File: src/rtl/video_timing_gen.sv
// Free-running raster timing: horizontal/vertical counters plus registered
// sync, burst, active-video and line/frame start flags.
module video_timing_gen #(
    parameter int H_TOTAL      = 1728,
    parameter int HSYNC_LEN    = 127,
    parameter int BURST_START  = 151,
    parameter int BURST_LEN    = 60,
    parameter int ACTIVE_START = 284,
    parameter int ACTIVE_LEN   = 1404,
    parameter int V_TOTAL      = 312,
    parameter int VSYNC_LINES  = 3,
    parameter int V_ACT_START  = 23,
    parameter int V_ACT_LEN    = 288,
    localparam int HW = $clog2(H_TOTAL),
    localparam int VW = $clog2(V_TOTAL)
) (
    input  logic          clk,
    input  logic          rst_n,
    input  logic          ce,
    output logic [HW-1:0] h_cnt,
    output logic [VW-1:0] v_cnt,
    output logic          sync,
    output logic          burst,
    output logic          active,
    output logic          line_start,
    output logic          frame_start
);

    typedef enum logic [2:0] {
        H_SYNC,
        H_PORCH1,
        H_BURST,
        H_PORCH2,
        H_ACTIVE,
        H_FRONT
    } h_state_e;

    localparam logic [HW-1:0] H_LAST      = HW'(H_TOTAL - 1);
    localparam logic [HW-1:0] H_SYNC_END  = HW'(HSYNC_LEN);
    localparam logic [HW-1:0] H_BURST_BEG = HW'(BURST_START);
    localparam logic [HW-1:0] H_BURST_END = HW'(BURST_START + BURST_LEN);
    localparam logic [HW-1:0] H_ACT_BEG   = HW'(ACTIVE_START);
    localparam logic [HW-1:0] H_ACT_END   = HW'(ACTIVE_START + ACTIVE_LEN);
    localparam logic [HW-1:0] H_BROAD_END = HW'(H_TOTAL - HSYNC_LEN);
    localparam logic [VW-1:0] V_LAST      = VW'(V_TOTAL - 1);
    localparam logic [VW-1:0] V_SYNC_END  = VW'(VSYNC_LINES);
    localparam logic [VW-1:0] V_ACT_BEG   = VW'(V_ACT_START);
    localparam logic [VW-1:0] V_ACT_END   = VW'(V_ACT_START + V_ACT_LEN);

    if (HSYNC_LEN >= BURST_START ||
        BURST_START + BURST_LEN > ACTIVE_START ||
        ACTIVE_START + ACTIVE_LEN > H_TOTAL ||
        V_ACT_START + V_ACT_LEN > V_TOTAL ||
        VSYNC_LINES >= V_ACT_START) begin : g_param_error
        $error("video_timing_gen: inconsistent timing parameters");
    end

    h_state_e      state_q, state_d;
    logic [HW-1:0] h_cnt_q, h_cnt_d;
    logic [VW-1:0] v_cnt_q, v_cnt_d;
    logic          sync_q, sync_d;
    logic          burst_q, burst_d;
    logic          active_q, active_d;
    logic          line_start_q, line_start_d;
    logic          frame_start_q, frame_start_d;

    // Flags are derived from the *next* counter values so they register in
    // step with the counters and never form a combinational output path.
    logic vsync_line_d;
    logic v_active_d;
    assign vsync_line_d = (v_cnt_d < V_SYNC_END);
    assign v_active_d   = (v_cnt_d >= V_ACT_BEG) && (v_cnt_d < V_ACT_END);

    always_comb begin
        // NOTE: every signal gets its hold value first so no path through this
        // block leaves a variable unassigned (which would infer a latch).
        h_cnt_d       = h_cnt_q;
        v_cnt_d       = v_cnt_q;
        state_d       = state_q;
        sync_d        = sync_q;
        burst_d       = burst_q;
        active_d      = active_q;
        line_start_d  = line_start_q;
        frame_start_d = frame_start_q;

        if (ce) begin
            if (h_cnt_q == H_LAST) begin
                h_cnt_d = '0;
                v_cnt_d = (v_cnt_q == V_LAST) ? '0 : v_cnt_q + 1'b1;
            end else begin
                h_cnt_d = h_cnt_q + 1'b1;
            end

            // Burst end may coincide with active start, so H_ACTIVE wins.
            if (h_cnt_d == '0)              state_d = H_SYNC;
            else if (h_cnt_d == H_ACT_END)  state_d = H_FRONT;
            else if (h_cnt_d == H_ACT_BEG)  state_d = H_ACTIVE;
            else if (h_cnt_d == H_BURST_END) state_d = H_PORCH2;
            else if (h_cnt_d == H_BURST_BEG) state_d = H_BURST;
            else if (h_cnt_d == H_SYNC_END) state_d = H_PORCH1;

            sync_d        = vsync_line_d ? (h_cnt_d < H_BROAD_END) : (state_d == H_SYNC);
            burst_d       = !vsync_line_d && (state_d == H_BURST);
            active_d      = v_active_d && (state_d == H_ACTIVE);
            line_start_d  = (h_cnt_d == '0);
            frame_start_d = (h_cnt_d == '0) && (v_cnt_d == '0);
        end
    end

    // NOTE: sequential state uses non-blocking assignments so every flop
    // samples the pre-edge values regardless of statement order.
    always_ff @(posedge clk or negedge rst_n) begin
        if (!rst_n) begin
            state_q       <= H_SYNC;
            h_cnt_q       <= '0;
            v_cnt_q       <= '0;
            sync_q        <= 1'b1;
            burst_q       <= 1'b0;
            active_q      <= 1'b0;
            line_start_q  <= 1'b1;
            frame_start_q <= 1'b1;
        end else begin
            state_q       <= state_d;
            h_cnt_q       <= h_cnt_d;
            v_cnt_q       <= v_cnt_d;
            sync_q        <= sync_d;
            burst_q       <= burst_d;
            active_q      <= active_d;
            line_start_q  <= line_start_d;
            frame_start_q <= frame_start_d;
        end
    end

    assign h_cnt       = h_cnt_q;
    assign v_cnt       = v_cnt_q;
    assign sync        = sync_q;
    assign burst       = burst_q;
    assign active      = active_q;
    assign line_start  = line_start_q;
    assign frame_start = frame_start_q;

endmodule

File: config.mk
export PLATFORM = sky130hd
export DESIGN_NAME = video_timing_gen
export DESIGN_NICKNAME = d
export VERILOG_FILES = /design/src/rtl/video_timing_gen.sv
export SDC_FILE = /design/constraint.sdc
export NUM_CORES = 1
export LEC_CHECK = 0
export ABC_AREA = 1
export CAP_MARGIN = 20
export CORE_MARGIN = 2
export CORE_UTILIZATION = 31
export CTS_CLUSTER_SIZE = 10
export DETAILED_ROUTE_END_ITERATION = 7
export DONT_BUFFER_PORTS = 1
export PLACE_DENSITY_LB_ADDON = 0.05
export SETUP_SLACK_MARGIN = 0.5
export SLEW_MARGIN = 20
export SYNTH_ARGS = -nofsm -noshare
export SYNTH_HDL_FRONTEND = slang
export SYNTH_SLANG_ARGS = --single-unit
File: constraint.sdc
create_clock -name clk -period 4.5 [get_ports clk]
set_clock_uncertainty 0.15 [all_clocks]
set_input_delay 0.9 -clock clk [delete_from_list [all_inputs] [get_ports clk]]
set_output_delay 0.9 -clock clk [all_outputs]
set_load 0.005 [all_outputs]
==> metrics.yaml <==
status: "complete, no violations"
muxShareOfSynthArea_pct: 0
rows: 31
arrival_ns: 2.80
synth.top_cell.area_share_pct: 27.8
antenna_found_initial: 0
startpoint_type: "flip-flop"
cp_cell_sequence: "ha_1 > inv_1 > nor3_1 > nand3_1 > nand3b_1 > nand2_1 > or2_2 > a221oi_1 > nand4_1 > o21ai_0"
fp.dieH_microns: 89.2
initial_core_util_pct: 31.6
layout.nets: 365
finalHoldViolations: 0
cts_tree: "built"
areaGrowthSynthToFinish_pct: 7.83
cellPowerDensity_nw_per_um2: 344
totalWireLength_microns: 6030
syn_inst: 358
synthesis.nets: 365
slowest_delay_ns: 0.49
vias: 2143
ys_types: 31
ys.flop_type: "dfrtp_1"
crit_fanout: 6
core_sq_um: 7140
p_total_mw: 0.836
synth.avg_cell_area_sq_um: 6.29
yosys.area_share.xor_xnor_pct: 0
layout-drive-gt1-share_pct: 9.80
synthAdderAreaFrac_pct: 2.22
grt_start_max_net_pins: 38
period_minus_slack_ns: 2.74
rrSetupSlack_ns: 1.76
relSlewSlack_pct: 37.6
fill_cells: 818
place.gp.congestion: 0.793
rsz0062_at_grt: "no"
cts.clk_slew.worst_paths_ns: 0.10
cts_buffers: 3
ir_worst_vdd_v: 0.000158
final_cell_count_no_fill: 456
fmax_mhz: 364
ys_ff_latch: 28
dieArea_sq_um: 7960
syn-cell-area_sq_um: 2250
reg2reg_to: "frame_start"
drt_iter0_drc: 126
antenna_left: 0
cp.required_ns: 4.56
root_buffer: "clkbuf_8"
fin_crit_sh_pct: 61.0
maxSlewViolCount: 0
worst_slack_ns: 1.76
clock_latency_ns: 0.28
worstSetupPathType: "reg -> reg"
drv_cap: 0
clockBufferDepth: 2
yosys.area_share.simple_pct: 49.3
dr.pass1.iters: 4
synth_top_family_by_area: "simple AND/OR/NAND/NOR gates"
cts_max_level: 1
ctsHoldBuffers: 0
n_antenna_cell: 0
yosysMostFrequentCell: "nand2_1"
setup_viol: 0
tns_ns: 0
cp_slowest_cell: "dfrtp_1"
synth_enable_flop_cells: 0
grt_overflow_total: 0
vias_per_cell: 4.70
endpoint_kind: "flip-flop"
synth_area_leaders: "dfrtp_1 28%, nand2_1 22%, inv_1 7.7%"
dpl.cell_count: 452
grt_use_total_pct: 16.2
die_w_microns: 89.2
regToRegStartpoint: "v_cnt[0]"
p_leak_nw: 1.21
synth_compound_area_share_pct: 8.06
r2r_cells: 10
cts_resized: 0
tightest_slew_ns: 0.930
synth_common_cells: "132 x nand2_1, 46 x inv_1, 34 x nand3_1, 29 x nor2_1, 25 x dfrtp_1"
io_buffers: 0
io_pins: 28
cts_setup_buffers: 0
drc: 0
grt_pass1_vias: 2058
pre_cts_slack_ns: 1.62
ys_warn_count: 0
async_flop_share_pct: 100
grt_pass1_wl_microns: 10200
hp-class: "in -> async"
ys_seq_area_share_pct: 31.3
hpwl_microns: 4780
cts.sinks: 28
synth_area_leader_cell: "dfrtp_1"
drt-wirelength-per-cell_microns: 13.2
how the worst max path moves through the flow:
stage / depth (start not counted) / end / startpoint / slack [ns]
finish: 10 / frame_start / v_cnt[0] / 1.76
global route: 10 / frame_start / v_cnt[0] / 1.57
CTS: 10 / frame_start / v_cnt[0] / 1.75
detailed placement: 10 / sync / ce / 1.62
global placement: 10 / sync / ce / 1.65
floorplan: 11 / sync / ce / 2.13
layout make-up:
class	instances	area, sq um	share of cell area, %
Sequential cell	28	704	29.0
Clock inverter	1	30.0	1.24
Clock buffer	3	41.3	1.70
Tap cell	99	124	5.10
Multi-Input combinational cell	275	1340	55.2
Inverter	50	188	7.73
layer usage:
layer | track usage, % | part of all wire [%]
met5 | 0 | 0
met4 | 2.04 | 0.28
met3 | 3.32 | 4.8
met2 | 25.7 | 44
met1 | 23.5 | 51
worst max-delay path: cells and delay by family, from the launching register on:
family / cells / cell delay, ns
simple gates: 6 / 1.09
buf+inv: 1 / 0.12
flops: 1 / 0.49
compound gates: 2 / 0.53
fa+ha+maj: 1 / 0.29
cell families after synthesis:
kind of cell,Yosys count
buffers and inverters,55
and+or+nand+nor,240
DFF,28
adders and majority gates,4
AOI/OAI and AO/OA,31
power breakdown:
part | leakage, nW | total (mW) | switching [mW] | internal [mW]
combinational | 0.833 | 0.266 | 0.182 | 0.0844
sequential | 0.346 | 0.367 | 0.0712 | 0.296
clock | 0.0357 | 0.202 | 0.0827 | 0.119
total | 1.21 | 0.836 | 0.336 | 0.500
per-stage QoR:
stage / util, % / hold WS [ns] / cell area [sq um]
after floorplan: - / 0.300 / 2250
after global placement: 33.0 / 0.321 / 2360
after detailed placement: 33.0 / 0.318 / 2360
after CTS: 34.0 / 0.133 / 2430
after global routing: 34.0 / 0.125 / 2430
final: 34.0 / 0.149 / 2430
state kept, by name, summed over array words and instances (netlist names):
name         flops
h_cnt           11
sync             1
v_cnt            9
burst            1
state_q          3
frame_start      1
line_start       1
active           1
cells in the final DEF, fill, tap and decap left out:
cell type	synthesis	routed
nand3_1	34	34
o21ai_1	4	4
nor2_2	7	7
inv_2	3	3
nor4_1	1	1
nand3_2	3	3
a21oi_1	3	3
nor3_1	5	5
nand3b_1	3	3
a21boi_0	1	1
nand3_4	1	1
inv_1	46	46
nor2_1	29	29
clkinv_1	1	1
nor3_2	1	1
dfstp_2	3	3
o211ai_1	1	1
or2_2	1	1
clkbuf_8	0	3
nand4_1	13	13
o21ai_2	1	1
a221oi_1	1	1
a21oi_2	1	1
bufinv_16	0	1
o21ai_0	15	15
nand2_1	132	132
nand2_4	3	3
o21bai_1	4	4
nand2_2	4	4
nor2_4	3	3
ha_1	4	4
dfrtp_1	25	25
(Power assumes the default switching activity.)
